## config.mk

```make
export PLATFORM = sky130hd
export DESIGN_NAME = mod_type_sched
export DESIGN_NICKNAME = d
export VERILOG_FILES = /design/src/rtl/mod_type_sched.sv
export SDC_FILE = /design/constraint.sdc
export NUM_CORES = 1
export LEC_CHECK = 0
export CAP_MARGIN = 25
export CORE_MARGIN = 4
export CORE_UTILIZATION = 35
export CTS_BUF_LIST = sky130_fd_sc_hd__clkbuf_8
export DETAILED_ROUTE_END_ITERATION = 7
export SYNTH_ARGS = -nofsm -noshare
export SYNTH_HDL_FRONTEND = slang
export SYNTH_SLANG_ARGS = --single-unit
```

## constraint.sdc

```tcl
create_clock -name ck_1356meg -period 3 [get_ports ck_1356meg]
set_input_delay 0.6 -clock ck_1356meg [delete_from_list [all_inputs] [get_ports ck_1356meg]]
set_output_delay 0.6 -clock ck_1356meg [all_outputs]
set_load 0.02 [all_outputs]
```

## src/rtl/mod_type_sched.sv

```systemverilog
// Glitch-free scheduler for the ISO14443-A modulation-type select shared by ARM and relay engine.
// Optional build macro MOD_SCHED_TIMEOUT_EN adds a safe-point timeout and the sticky switch_err flag.
module mod_type_sched #(
    parameter int unsigned GUARD_CYCLES   = 16,
    parameter int unsigned HOLD_CYCLES    = 64,
    parameter int unsigned TIMEOUT_CYCLES = 4096
) (
    input  logic       ck_1356meg,
    input  logic       reset,
    input  logic       arm_req,
    input  logic [2:0] arm_mod_type,
    output logic       arm_ack,
    input  logic       relay_req,
    input  logic [2:0] relay_mod_type,
    output logic       relay_ack,
    input  logic       relay_active,
    input  logic       mod_idle,
    output logic [2:0] mod_type,
    output logic       owner,
    output logic       busy,
    output logic       switch_err
);
    localparam int unsigned CW = 16;

    typedef enum logic [2:0] {IDLE, WAIT_SAFE, GUARD, APPLY, HOLD} state_t;

    state_t        state, state_d;
    logic [CW-1:0] cnt, cnt_d;
    logic [2:0]    lat_type, lat_type_d, mod_type_d;
    logic          owner_d, same_pend, same_pend_d;
    logic          arm_ack_d, relay_ack_d, busy_d;
    logic          arm_el, relay_el, pick_relay;
    logic [2:0]    pick_type;
    logic          grant_c, drop_c, timeout_hit;

    function automatic logic [CW-1:0] sat_inc(input logic [CW-1:0] x);
        return (x == '1) ? x : x + CW'(1);
    endfunction

    function automatic logic reached(input logic [CW-1:0] x, input int unsigned lim);
        return (32'(x) + 32'd1) >= lim;
    endfunction

    // Requests are masked while an ack is outstanding so a held req is not regranted.
    assign arm_el     = arm_req && !arm_ack && !relay_ack && !same_pend;
    assign relay_el   = relay_req && relay_active && !arm_ack && !relay_ack && !same_pend;
    assign pick_relay = relay_el;
    assign pick_type  = pick_relay ? relay_mod_type : arm_mod_type;

    always_comb begin
        state_d     = state;
        cnt_d       = cnt;
        lat_type_d  = lat_type;
        mod_type_d  = mod_type;
        owner_d     = owner;
        same_pend_d = 1'b0;
        arm_ack_d   = 1'b0;
        relay_ack_d = 1'b0;
        grant_c     = 1'b0;
        drop_c      = 1'b0;
        case (state)
            IDLE: begin
                if (same_pend) begin
                    arm_ack_d   = !owner;
                    relay_ack_d = owner;
                end else if (arm_el || relay_el) begin
                    grant_c    = 1'b1;
                    owner_d    = pick_relay;
                    lat_type_d = pick_type;
                    // A request for the mode already driven completes without guard or hold.
                    if (pick_type == mod_type) same_pend_d = 1'b1;
                    else                       state_d     = WAIT_SAFE;
                end
            end
            WAIT_SAFE: begin
                if (timeout_hit) begin
                    drop_c = 1'b1;
                end else if (mod_idle) begin
                    cnt_d   = '0;
                    state_d = GUARD;
                end
            end
            GUARD: begin
                if (timeout_hit) begin
                    drop_c = 1'b1;
                end else if (!mod_idle) begin
                    cnt_d   = '0;
                    state_d = WAIT_SAFE;
                end else begin
                    cnt_d = sat_inc(cnt);
                    if (reached(cnt, GUARD_CYCLES)) state_d = APPLY;
                end
            end
            APPLY: begin
                mod_type_d  = lat_type;
                arm_ack_d   = !owner;
                relay_ack_d = owner;
                cnt_d       = '0;
                state_d     = HOLD;
            end
            HOLD: begin
                cnt_d = sat_inc(cnt);
                if (reached(cnt, HOLD_CYCLES)) begin
                    cnt_d   = '0;
                    state_d = IDLE;
                end
            end
            default: state_d = IDLE;
        endcase
        // Timed-out request: ack without switching, straight back to IDLE.
        if (drop_c) begin
            arm_ack_d   = !owner;
            relay_ack_d = owner;
            cnt_d       = '0;
            state_d     = IDLE;
        end
        busy_d = (state_d != IDLE);
    end

    always_ff @(posedge ck_1356meg or posedge reset) begin
        if (reset) begin
            state     <= IDLE;
            cnt       <= '0;
            lat_type  <= '0;
            mod_type  <= '0;
            owner     <= 1'b0;
            same_pend <= 1'b0;
            arm_ack   <= 1'b0;
            relay_ack <= 1'b0;
            busy      <= 1'b0;
        end else begin
            state     <= state_d;
            cnt       <= cnt_d;
            lat_type  <= lat_type_d;
            mod_type  <= mod_type_d;
            owner     <= owner_d;
            same_pend <= same_pend_d;
            arm_ack   <= arm_ack_d;
            relay_ack <= relay_ack_d;
            busy      <= busy_d;
        end
    end

`ifdef MOD_SCHED_TIMEOUT_EN
    logic [CW-1:0] tmo, tmo_d;

    // Timeout runs from the grant through WAIT_SAFE and GUARD.
    always_comb begin
        tmo_d = tmo;
        if (grant_c)                                tmo_d = '0;
        else if (state == WAIT_SAFE || state == GUARD) tmo_d = sat_inc(tmo);
    end

    assign timeout_hit = reached(tmo, TIMEOUT_CYCLES);

    always_ff @(posedge ck_1356meg or posedge reset) begin
        if (reset) begin
            tmo        <= '0;
            switch_err <= 1'b0;
        end else begin
            tmo        <= tmo_d;
            switch_err <= switch_err | drop_c;
        end
    end
`else
    assign timeout_hit = (TIMEOUT_CYCLES == 32'd0) && 1'b0;
    assign switch_err  = 1'b0;
`endif

endmodule

```

==> After elaboration in Yosys (flattened, before gate mapping) <==
Index checks and enable logic that the tools add are counted.
{ "op_classes": {"magnitude_cmp": 2, "n_addsub": 2, "n_eq_ne": 7, "reduce_logical": 17, "n_mux": 22, "bitwise": 1} }
{ "ops": {"columns": ["op", "n"], "rows": [
  ["2-to-1 mux 16 bit", 4],
  ["one-hot mux 16 bit (4 select lines)", 1],
  ["greater-or-equal comparator 32 x 5 -> 1 bit (second input constant)", 1],
  ["2-to-1 mux 3 bit", 8],
  ["adder 16 x 1 -> 17 bit (second input constant)", 1],
  ["greater-or-equal comparator 17 x 7 -> 1 bit (second input constant)", 1],
  ["adder 16 x 1 -> 16 bit (second input constant)", 1],
  ["equality test 16 bit (second input constant)", 1],
  ["one-hot mux 3 bit (5 select lines)", 1],
  ["logical AND 1 bit", 7],
  ["equality test 3 x 2 -> 1 bit (second input constant)", 2],
  ["2-to-1 mux 1 bit", 6],
  ["zero test 1 bit", 4],
  ["one-hot mux 1 bit (2 select lines)", 2],
  ["nonzero test 4 bit", 1],
  ["equality test 3 x 1 -> 1 bit (second input constant)", 1],
  ["equality test 3 bit", 1],
  ["equality test 3 bit (second input constant)", 1],
  ["zero test 3 bit", 1],
  ["AND reduction 3 bit", 1],
  ["nonzero test 3 bit", 1],
  ["!= test 2 bit (second input constant)", 1],
  ["AND reduction 2 bit", 1],
  ["logical OR 1 bit", 1],
  ["NOT 1 bit", 1]
]} }
{ "word_totals": {"reg_bits": 30, "in_bits": 12, "elab_cells": 60} }

==> Logic depth before layout (Yosys ltp) <==
Gate-level depths: netlist (run 1).
{ "depth": {"ltp_word": 11, "mapped_depth": 14} }

==> Worst setup path before layout (run 1) <==
OpenSTA, ideal clock, no wires.
{ "synth_timing": {"path_type": "register to register", "start": "register cnt[0]", "end": "register cnt[12]", "setup_time_ns": 0.075, "path_slack_ns": 0.146, "stages_incl_launch_ff": 15, "period_less_slack_ns": 2.854, "path_buffers": 4, "arrival_time_ns": 2.779, "path_cell_list": "dfrtp_1 > ha_1 > buf_6 > and4_4 > buf_6 > nand4_1 > or2_2 > clkbuf_1 > ha_1 > nand3b_1 > nor4_1 > or4_4 > and3b_4 > buf_6 > o2bb2ai_2"} }
{ "synth_between": {"elab_chain_len": 4, "elab_cells_between_ends": 8, "cone_classes": "2 x add/sub; 1 x order compare; 1 x eq/ne; 4 x mux"} }
{ "synth_lines": {"columns": ["item", "line_no", "rtl"], "rows": [
  ["start, declared", "28", "logic [CW-1:0] cnt, cnt_d;"],
  ["start signal, assigned", "133", "cnt <= cnt_d;"],
  ["adder 16 x 1 -> 17 bit (tied with other cells)", "41", "return (32'(x) + 32'd1) >= lim;"],
  ["greater-or-equal comparator 17 x 7 -> 1 bit / 2-to-1 mux 16 bit (equally long branches)", "41, 37", null],
  ["2-to-1 mux 16 bit (on tied branches)", "103, 86", null],
  ["one-hot mux 16 bit (4 select lines) (*)", "61", "case (state)"]
]} }
Every way passes the cells marked *; elsewhere a longest branch is shown, timed or not.
A chain may end at the register's enable or synchronous reset.

==> Worst setup path after layout (run 1) <==
{ "layout_timing": {"start": "register cnt[1]", "end": "register cnt[13]"} }
The elaborated chain is that of the path after synthesis.

==> impl_metrics.env, run 1 <==
export IMPL_vias=1541
export IMPL_hold_depth=1
export IMPL_fillers=528
export IMPL_final_common_cell="dfrtp_1"
export IMPL_die_x_um=82.56
export IMPL_rows=26
export IMPL_start_util=0.3715
export IMPL_clock_latency_ps=280
export IMPL_hold_start="owner"
export IMPL_grt_first_pass_wirelength_mm=7.162
export IMPL_holdPathEnd="arm_ack"
export IMPL_detail_route_antenna_nets=0
export IMPL_wire_per_inst_um=14.19
export IMPL_grtUsageMet2=0.2139
export IMPL_regArea_sq_um=750.7
export IMPL_gr_usage_met1=0.1857
export IMPL_max_freq_mhz=358.9
export IMPL_synthMuxAreaShare=0.04952
export IMPL_hpwl_mm=3.008
export IMPL_overflow=0
export IMPL_hold_slack_ps=481.3
export IMPL_dr_pass1_iters=4
export IMPL_crit_path_start_kind="register"
export IMPL_pwr_share_clk=0.194
export IMPL_worstPathRequired_ps=3210
export IMPL_drc=0
export IMPL_rsz0062_at_grt="false"
export IMPL_io_buffers=18
export IMPL_setup_tns_ps=0
export IMPL_setup_viol=0
export IMPL_ys_ff_latch=30
export IMPL_multiInputGateArea_sq_um=1049
export IMPL_cts_tree="yes"
export IMPL_fp_dieH_um=82.56
export IMPL_drive_gt1_frac=0.1622
export IMPL_synthDistinctLibCells=56
export IMPL_path_class="register to register"
export IMPL_cts_made_buffers=5
export IMPL_final_nets=237
export IMPL_power_uw=1578
export IMPL_yosysSeqAreaShare=0.3859
export IMPL_cts_resized=0
export IMPL_utilization=0.4255
export IMPL_p_seq_frac=0.376
export IMPL_critPathCaptureType="register"
export IMPL_yosys_warnings=0
export IMPL_power_switching_uw=607.7
export IMPL_place_inst=285
export IMPL_p_int_uw=970.6
export IMPL_syn_num_nets=217
export IMPL_synthesis_area_sq_um=1946
export IMPL_crit_path_max_fanout=11
export IMPL_routed_wl_mm=4.144
export IMPL_min_period_over_period=0.9287
export IMPL_area_delta_synth_final_pct=14.53
export IMPL_min_period_ps=2786
export IMPL_p_leak_uw=0.0009384
export IMPL_postCtsSetupRepairBufs=0
export IMPL_fin_skew_ps=3.767
export IMPL_grtUsageMet3=0.02386
export IMPL_hold_path_class="register to register"
export IMPL_outcome="completed"
export IMPL_track_usage=0.1376
export IMPL_antenna_found_initial=0
export IMPL_worst_ep_arrival_time_ps=3000
export IMPL_p_comb_frac=0.430
export IMPL_htree_levels=2
export IMPL_grt_pass1_vias=1509
export IMPL_r2r_slack_ps=210
export IMPL_synthAdderAreaFrac=0.01929
export IMPL_ctsRootBufferMaster="clkbuf_8"
export IMPL_drt_iter0_markers=145
export IMPL_ir_drop_mv=0.3056
export IMPL_switching_share=0.3850
export IMPL_clockBufferDepth=2
export IMPL_synthArstFlopShare=1.000
export IMPL_globalplace_congestion=0.8384
export IMPL_r2r_cells=10
export IMPL_maxSlewViolCount=0
export IMPL_syn_inst=202
export IMPL_busiest_layer="met2"
export IMPL_clock_sinks=30
export IMPL_ys_flop_type="dfrtp_1"
export IMPL_synth_xor_area_frac=0.08103
export IMPL_grt_max_degree=31
export IMPL_synth_top_family_by_area="simple AND/OR/NAND/NOR gates"
export IMPL_dieArea_sq_um=6816
export IMPL_synth_simple_area_share=0.2508
export IMPL_coreArea_sq_um=5238
export IMPL_io_pins=20
export IMPL_synth_compound_area_frac=0.1363
export IMPL_cap_violations=0
export IMPL_holdBufCountCts=0
export IMPL_instances_no_fill=292
export IMPL_reg2reg_from="cnt[1]"
export IMPL_synth_edf_count=0
export IMPL_syn_area_per_cell_sq_um=9.632
export IMPL_r2r_end="cnt[13]"
export IMPL_vias_per_cell=5.277
export IMPL_hold_viol_final=0
export IMPL_p_per_area_nw_per_um2=708.3
export IMPL_clkTransAtPathRegs_ps=60
export IMPL_diodes=0
export IMPL_final_cell_mix="dfrtp_1 (30), nor2_1 (19), clkdlybuf4s50_1 (18), nand2_1 (13)"
==> per-stage QoR <==
stage          instance area (sq um)  worst slack, ps
2_1_floorplan                   1946            146.5
3_3_place_gp                    2150            193.6
3_5_place_dp                    2150            153.7
4_1_cts                         2228            206.0
5_1_grt                         2228            43.11
6_report                        2228            214.0
==> sequential cells by signal, indices dropped and copies added, names as in the netlist <==
name       cells
same_pend      1
mod_type       3
lat_type       3
relay_ack      1
arm_ack        1
cnt           16
state          3
owner          1
busy           1
==> synth_stat cells, types with 2 or more instances <==
cell type   n  share of area
nor2b_1     2         0.0064
and4_1      2         0.0090
clkbuf_1    2         0.0039
mux2i_1     4          0.021
nand3_1     9          0.023
a21o_1      2         0.0077
nand2_1    13          0.025
ha_1        3          0.019
and2_1      3         0.0096
nor3_1      5          0.013
a21oi_1     8          0.021
inv_1       4         0.0077
o21ai_0     8          0.021
xnor2_1     9          0.041
xor2_1      9          0.041
and3_1      3         0.0096
o41ai_1     2         0.0090
dfrtp_1    30           0.39
nor2_1     19          0.037
nand4_1     7          0.023
nor4b_1     2         0.0090
or3_1       2         0.0064
buf_4       2         0.0077
and4_2      2          0.010
nor4_1      3         0.0096
a22o_1      2         0.0090
mux2_2      5          0.029
nand3b_1    2         0.0077
a31oi_1     3         0.0096
buf_6       9          0.052
==> power groups by stage <==
stage | logic, uW | registers (uW) | clock network (uW)
2_1_floorplan | 457 | 616 | 0
3_3_place_gp | 685 | 600 | 0
3_5_place_dp | 682 | 601 | 0
4_1_cts | 687 | 594 | 318
5_1_grt | 749 | 613 | 333
6_report | 678 | 594 | 306
==> worst max path at each step <==
stage	from	end	slack [ps]	cells past startpoint
2_1_floorplan	cnt[0]	cnt[12]	150	14
3_3_place_gp	relay_req	busy	190	9
3_5_place_dp	relay_active	busy	150	9
4_1_cts	cnt[1]	cnt[13]	210	10
5_1_grt	cnt[1]	cnt[13]	40	10
6_report	cnt[1]	cnt[13]	210	10
==> layer usage <==
metal  vias to the layer above  share of wire
li1                        767              -
met3                         7          0.037
met4                         0          0.022
met1                       741           0.47
met5                         -              0
met2                        26           0.47
==> area by class of cell <==
class,count,area share
Tap cell,70,0.03930
Clock inverter,2,0.004492
Sequential cell,30,0.3369
Multi-Input combinational cell,154,0.4705
Clock buffer,5,0.03088
Timing Repair Buffer,27,0.1112
Inverter,4,0.006738
==> kinds of logic after synthesis <==
| group | count (synthesis) |
|---|---|
| AOI/OAI and AO/OA | 37 |
| xor gates and xnor gates | 18 |
| adders and majority gates | 3 |
| buffers and inverters | 18 |
| DFF | 30 |
| muxes | 9 |
| other | 1 |
| and+or+nand+nor | 86 |
==> critical path, cell delays in order, from the launching register on <==
cell and delay [ps]:
dfrtp_1 400, ha_1 210, and4_4 290, nand4_1 120, or2_2 400, ha_1 200, nand3b_1 80, nor4_1 60
or4_4 550, and3b_4 270, o2bb2ai_1 140
(Power assumes the default switching activity.)
==> run 2, diff against run 1 <==
--- a/config.mk
+++ b/config.mk
@@ -6,10 +6,11 @@
 export NUM_CORES = 1
 export LEC_CHECK = 0
 export CAP_MARGIN = 25
-export CORE_MARGIN = 4
+export CORE_MARGIN = 5
 export CORE_UTILIZATION = 35
 export CTS_BUF_LIST = sky130_fd_sc_hd__clkbuf_8
 export DETAILED_ROUTE_END_ITERATION = 7
+export SLEW_MARGIN = 20
 export SYNTH_ARGS = -nofsm -noshare
 export SYNTH_HDL_FRONTEND = slang
 export SYNTH_SLANG_ARGS = --single-unit
==> run 2 against run 1 <==
Effect of this change:
- highest routed layer unchanged
- die area up 4.9%
- global-route usage down 1.5 points
- critical path depth did not move
- register-to-register slack got worse by 30 ps
==> impl_metrics.env, run 2 (synthesis results as in run 1) <==
export IMPL_outcome="completed"
export IMPL_maxSlewViolCount=0
export IMPL_critPathCaptureType="register"
export IMPL_diodes=0
export IMPL_fp_dieH_um=84.56
export IMPL_fin_skew_ps=2.413
export IMPL_path_class="register to register"
export IMPL_setup_tns_ps=0
export IMPL_crit_slowest_cell="or4_4"
export IMPL_htree_levels=2
export IMPL_top_register="cnt"
export IMPL_rsz0062_at_grt="false"
export IMPL_max_freq_mhz=354.7
export IMPL_wire_per_inst_um=14.16
export IMPL_crit_buf_inv=0
export IMPL_crit_path_cell_trace="ha_2, and4_4, nand4_1, or2_2, ha_1, nand3b_1, nor4_1, or4_4, and3b_4, o2bb2ai_1"
export IMPL_p_per_area_nw_per_um2=745.4
export IMPL_cts_made_buffers=5
export IMPL_worst_ep_arrival_time_ps=3030
export IMPL_cap_violations=0
export IMPL_r2r_cells=10
export IMPL_crit_path_start_kind="register"
export IMPL_largest_reg_flops=16
export IMPL_final_nets=237
export IMPL_clock_latency_ps=280
export IMPL_holdPathEnd="arm_ack"
export IMPL_clockBufferDepth=2
export IMPL_detail_route_antenna_nets=0
export IMPL_final_cell_mix="dfrtp_1 (30), nor2_1 (19), clkdlybuf4s50_1 (18), nand2_1 (13)"
export IMPL_grt_first_pass_wirelength_mm=7.065
export IMPL_hold_viol_final=0
export IMPL_drc=0
export IMPL_clkTransAtPathRegs_ps=60
export IMPL_r2r_slack_ps=180
export IMPL_io_buffers=18
export IMPL_rows=27
export IMPL_dr_pass1_iters=4
export IMPL_pre_cts_slack_ps=40.45
export IMPL_hpwl_mm=3.051
export IMPL_critPathTopFamily="simple AND/OR/NAND/NOR gates"
export IMPL_reg2reg_from="cnt[0]"
export IMPL_routed_wl_mm=4.163
export IMPL_p_leak_uw=0.0009501
export IMPL_ctsRootBufferMaster="clkbuf_8"
export IMPL_grt_max_degree=31
export IMPL_start_util=0.3577
export IMPL_holdBufCountCts=0
export IMPL_min_period_ps=2819
export IMPL_ir_drop_mv=0.4204
export IMPL_antenna_found_initial=0
export IMPL_grt_pass1_vias=1463
export IMPL_setup_viol=0
export IMPL_track_usage=0.1225
export IMPL_overflow=0
export IMPL_drive_gt1_frac=0.1667
export IMPL_area_delta_synth_final_pct=16.53
export IMPL_vias_per_cell=5.228
export IMPL_min_period_over_period=0.9398
export IMPL_coreArea_sq_um=5439
export IMPL_hold_start="owner"
export IMPL_hold_path_class="register to register"
export IMPL_setup_ws_ps=180.5
export IMPL_final_common_cell="dfrtp_1"
export IMPL_die_x_um=84.56
export IMPL_dieArea_sq_um=7150
export IMPL_cts_tree="yes"
export IMPL_crit_path_max_fanout=11
export IMPL_crit_path_max_incr_delay_ps=550
export IMPL_worstPathRequired_ps=3210
export IMPL_globalplace_congestion=0.8097
export IMPL_clock_sinks=30
export IMPL_drt_iter0_markers=117
export IMPL_io_pins=20
export IMPL_hold_depth=1
export IMPL_r2r_end="cnt[13]"
export IMPL_vias=1537
==> run 2: changes by cell type in the layout (fill, tap and decap cells not counted), sizes merged <==
cell	change
clkbuf	+1
bufinv	+1
clkinv	-2
==> run 2: worst max-delay path by stage <==
stage                    from  endpoint  slack [ps]  depth (start not counted)
global route           cnt[1]    cnt[0]          50                         10
global placement    relay_req      busy          80                          9
finish                 cnt[0]   cnt[13]         180                         10
CTS                    cnt[0]   cnt[13]         120                         10
floorplan              cnt[0]   cnt[12]         150                         14
detailed placement  relay_req      busy          40                          9
==> run 2: layout make-up <==
cell class | instances | area [sq um]
Clock buffer | 6 | 82.58
Clock inverter | 1 | 30.03
Fill cell | 529 | 3172
Inverter | 4 | 15.01
Multi-Input combinational cell | 154 | 1051
Sequential cell | 30 | 750.7
Tap cell | 72 | 90.09
Timing Repair Buffer | 27 | 247.7
==> run 2: repair_timing <==
item | CTS | global route
gates resized for setup | 0 | 1
buffers inserted | 0 | 0
endpoints found under the setup margin | 0 | 4
==> run 2: per-stage QoR <==
stage | util | std cells | hold slack (ps) | power, uW | cell area [sq um]
detailed placement | 0.3957 | 287 | 467.7 | 1282 | 2152
global placement | 0.3957 | 287 | 455.3 | 1275 | 2152
global route | 0.4168 | 294 | 497.9 | 1796 | 2267
finish | 0.4168 | 294 | 466.1 | 1690 | 2267
floorplan | - | 202 | 481.4 | 1073 | 1946
CTS | 0.4164 | 294 | 477.2 | 1703 | 2265
==> run 2: power by group <==
part / leakage, uW / internal (uW) / total (uW) / switching [uW]
logic: 0.000498 / 309 / 686 / 377
registers: 0.000394 / 501 / 584 / 83.9
clock network: 0.0000573 / 265 / 420 / 154
total: 0.000950 / 1070 / 1690 / 615
==> run 2: per-layer routing <==
layer	global-route usage	routed length, um	share of wire
met5	0	0	0
met4	0.05899	84	0.020
met3	0.02748	137	0.033
met2	0.1893	1989	0.48
met1	0.1612	1952	0.47
==> RTL change 1: new RTL, flow settings as in run 1 <==
Add a define of `MOD_SCHED_TIMEOUT_EN`.
--- a/src/rtl/mod_type_sched.sv
+++ b/src/rtl/mod_type_sched.sv
@@ -1,5 +1,7 @@
 // Glitch-free scheduler for the ISO14443-A modulation-type select shared by ARM and relay engine.
 // Optional build macro MOD_SCHED_TIMEOUT_EN adds a safe-point timeout and the sticky switch_err flag.
+`define MOD_SCHED_TIMEOUT_EN
+
 module mod_type_sched #(
     parameter int unsigned GUARD_CYCLES   = 16,
     parameter int unsigned HOLD_CYCLES    = 64,
Behaviour: no difference found for any inputs over 10 cycles, from zero or initial values and one cycle with reset high; that may be too few to reach the edited logic, so the function may still have changed.
==> RTL change 1 against run 1 <==
Synthesized area grew 50%. Power grew 53%. Count of clock-buffer cells in the layout is the same. Maximum frequency grew 1.3%. Via count grew 57%. Combinational power grew 56%. Setup slack gained 35 ps. Utilization shrank 1.1 points. Routed wire length grew 57%. Sequential cell count grew 17. Design area grew 52%. Critical path type unchanged. Largest power group unchanged. Highest routed layer unchanged.
==> RTL change 1: results (changes against run 1) <==
{| class="wikitable"
! Metric !! Value
|-
| Register clock-pin slew on the reported worst setup and hold paths || 100 ps (+40 ps)
|-
| Mean number of vias per cell || 5.49 (+4.0%)
|-
| First DRT Iteration DRCs || 110 (-24%)
|-
| First-pass GRT wire length || 11.4 mm (+59%)
|-
| Critical path launch point || tmo[5]$_DFFE_PP0P_
|-
| Mapped Nets || 328 (+51%)
|-
| Global routing met2 resource utilization || 0.223 (+0.00920)
|-
| Synth Area in Compound Gates || 0.171 (+0.0346)
|-
| Proportion of synthesized chip area in sequential cells || 0.403 (+0.0169)
|-
| Half-perimeter wire length after placement || 4.66 mm (+55%)
|-
| Met1 demand-to-capacity share in global routing || 0.195 (+0.00951)
|-
| Crit path max fanout || 14 (+3)
|-
| Worst hold slack || 488 ps (+6.76 ps)
|-
| Clock period minus final worst setup slack || 2750 ps (-35.3 ps)
|-
| Final Skew || 13.7 ps (+9.90 ps)
|-
| Standard cell area after detailed placement || 0.00326 mm^2 (+52%)
|-
| Vias in the first global route || 2350 (+56%)
|-
| Max stage delay on crit path || 470 ps (-80 ps)
|-
| Clock Power || 0.484 mW (+58%)
|-
| Signal arrival time at the worst endpoint || 2960 ps (-40 ps)
|-
| Pre-CTS worst setup slack || 124 ps (-29.5 ps)
|-
| Ranking of synthesized cells by area || dfrtp_1 40%, nor2_1 4.0%, a21oi_1 3.6%
|-
| Total of buffers placed on input and output ports || 19 (+1)
|-
| DRT met1 WL || 3.12 mm (+61%)
|-
| Outcome || finished, final reports clean
|-
| Synth unique cells || 57 (+1.8%)
|-
| Met3 routed WL || 164 um (+7.2%)
|-
| Largest net degree at the start of global routing || 22 (-29%)
|-
| Layout cell share with drive strength beyond 1 || 0.140 (-0.0223)
|-
| Fraction of synthesized area in multiplexers || 0.0364 (-0.0131)
|-
| Global placement routability congestion || 0.808 (-3.6%)
|-
| Cell Int Power || 1.43 mW (+48%)
|-
| Net switching power || 0.982 mW (+62%)
|-
| Starting utilization of the core area || 0.357 (-0.0143)
|-
| Count of placed standard cells including taps || 433 (+52%)
|-
| Clock latency on the worst-skew pair || 310 ps (+30 ps)
|-
| Library cell contributing the largest single delay on the critical path || a221o_2
|-
| Average wire per standard cell || 14.7 um (+3.9%)
|-
| Leakage power || 1.41 nW (+50%)
|-
| Category of cells accounting for the largest share of critical-path delay || compound AO/OA/AOI/OAI gates
|}
## RTL change 1: cell types whose count changed after synthesis, sizes merged, moves of 5 or more
cell    delta
a21oi     +12
buf        -7
clkbuf     +7
dfrtp     +17
nand2     +10
nand4      +7
nor2      +12
nor3       +5
o21ai      +5
o31ai      +8
## RTL change 1: timing repair
item	CTS	global route
resized for setup	0	3
setup buffers	0	0
endpoints found under the hold margin	0	0
endpoints found under the setup margin	0	14
## RTL change 1: area by class of cell
cell class,instances,area (um^2),share of cell area
clock buffer,5,68.8,0.0203
clock inverter,3,46.3,0.0137
sequential,47,1180,0.347
inverter,6,22.5,0.00665
tap,105,131,0.0388
timing repair buffer,31,280,0.0828
multi-input combinational,244,1660,0.490
## RTL change 1: cells by family (layout without fill, tap and decap cells)
kind of cell / count (synthesis) / in the layout
fa+ha+maj: 5 / 5
simple gates: 140 / 140
xor+xnor: 19 / 19
flops: 47 / 47
mux: 10 / 10
buf+inv: 20 / 45
compound gates: 70 / 70
==> RTL change 2: new RTL, config.mk and constraints of run 1 <==
Made on the original files. Encoding of `state_t`: now Gray code (3 bits for 5 states).
--- a/src/rtl/mod_type_sched.sv
+++ b/src/rtl/mod_type_sched.sv
@@ -22,7 +22,7 @@
 );
     localparam int unsigned CW = 16;
 
-    typedef enum logic [2:0] {IDLE, WAIT_SAFE, GUARD, APPLY, HOLD} state_t;
+    typedef enum logic [2:0] {IDLE = 3'b000, WAIT_SAFE = 3'b001, GUARD = 3'b011, APPLY = 3'b010, HOLD = 3'b110} state_t;
 
     state_t        state, state_d;
     logic [CW-1:0] cnt, cnt_d;
Formal check against the unedited RTL: no difference found for any inputs over 10 cycles, from zero or initial values and one cycle with reset high; not proved beyond that.
==> RTL change 2 against run 1 <==
Routed wire length grew 9.6%. Critical path type unchanged. Count of clock-buffer cells in the layout grew 1. Setup slack gained 150 ps. Design area grew 3.3%. Sequential share of layout area shrank 1.1 points. Critical path depth shrank 1. Worst hold slack gained 3.7 ps. Non-clock buffer count shrank 2. Sequential cell count is the same. Synthesized area shrank 0.64%. Critical endpoint is now cnt[12]$_DFFE_PP0P_.
Power is not compared: it rests on default switching activity, and its combinational part moved more than twofold at a synthesized area within 25%.
==> RTL change 2: results (changes against run 1) <==
{| class="wikitable"
! Metric !! Value
|-
| Mean number of vias per cell || 5.64 (+6.8%)
|-
| Setup slack of the most critical reg-to-reg path || 360 ps (+150 ps)
|-
| Capture point of the worst reg-to-reg path || cnt[12]$_DFFE_PP0P_
|-
| DRT met1 WL || 2.08 mm (+7.0%)
|-
| Global routing met2 resource utilization || 0.227 (+0.0128)
|-
| Net count of the finished layout || 248 (+4.6%)
|-
| Vias in the first global route || 1611 (+6.8%)
|-
| Final Skew || 3.51 ps (-0.257 ps)
|-
| First-pass GRT wire length || 8.03 mm (+12%)
|-
| Outcome || finished, final reports clean
|-
| Crit path max fanout || 10 (-1)
|-
| Mapped Nets || 227 (+4.6%)
|-
| Half-perimeter wire length after placement || 3.25 mm (+8.0%)
|-
| Standard cell area after detailed placement || 0.00219 mm^2 (+1.9%)
|-
| Number of instances on the worst hold path || 2 (+1)
|-
| Min-delay src || lat_type[2]$_DFFE_PP0P_
|-
| Pre-CTS worst setup slack || 409 ps (+256 ps)
|-
| Cells on worst reg2reg path || 9 (-1)
|-
| Ranking of synthesized cells by area || dfrtp_1 39%, nand2_1 4.5%, o21ai_0 4.1%
|-
| Source of the worst register-to-register timing path || cnt[0]$_DFFE_PP0P_
|-
| Layout cell share with drive strength beyond 1 || 0.116 (-0.0463)
|-
| Proportion of synthesized chip area in sequential cells || 0.388 (+0.00250)
|-
| First DRT Iteration DRCs || 152 (+4.8%)
|-
| Clock period minus final worst setup slack || 2640 ps (-146 ps)
|-
| Iteration count of the initial detailed-routing pass || 5 (+1)
|-
| Library cell contributing the largest single delay on the critical path || dfrtp_1
|-
| Total routing usage reported by global routing || 0.158 (+0.0203)
|-
| Count of placed standard cells including taps || 296 (+3.9%)
|-
| Met3 routed WL || 250 um (+63%)
|-
| Total met2 wirelength after detailed routing || 2.11 mm (+7.9%)
|-
| Met1 demand-to-capacity share in global routing || 0.218 (+0.0322)
|-
| Mean instance size in the synthesized netlist || 9.12 um^2 (-5.3%)
|}
## RTL change 2: cell types whose count changed after synthesis, sizes merged, moves of 6 or more
cell          run 1  this run
o21ai             8        19
nor2             20        11
nand2            14        23
xnor2             9         3
inv               4        12
xor2              9         3
a31oi             3         9
o22ai             0        10
## RTL change 2: cells by family after synthesis
| group | after synthesis | synth area share |
|---|---|---|
| flops | 30 | 0.388 |
| fa+ha+maj | 3 | 0.0194 |
| buf+inv | 23 | 0.0563 |
| xor+xnor | 6 | 0.0272 |
| other cells | 1 | 0.00194 |
| simple gates | 72 | 0.210 |
| compound gates | 69 | 0.252 |
| mux | 8 | 0.0440 |
## RTL change 2: cell type report
type	count	area [um^2]	share of cell area
Clock buffer	6	82.6	0.0359
Clock inverter	1	30.0	0.0130
Inverter	12	45.0	0.0196
Multi-Input combinational cell	159	1070	0.466
Sequential cell	30	751	0.326
Tap cell	70	87.6	0.0380
Timing Repair Buffer	25	233	0.101
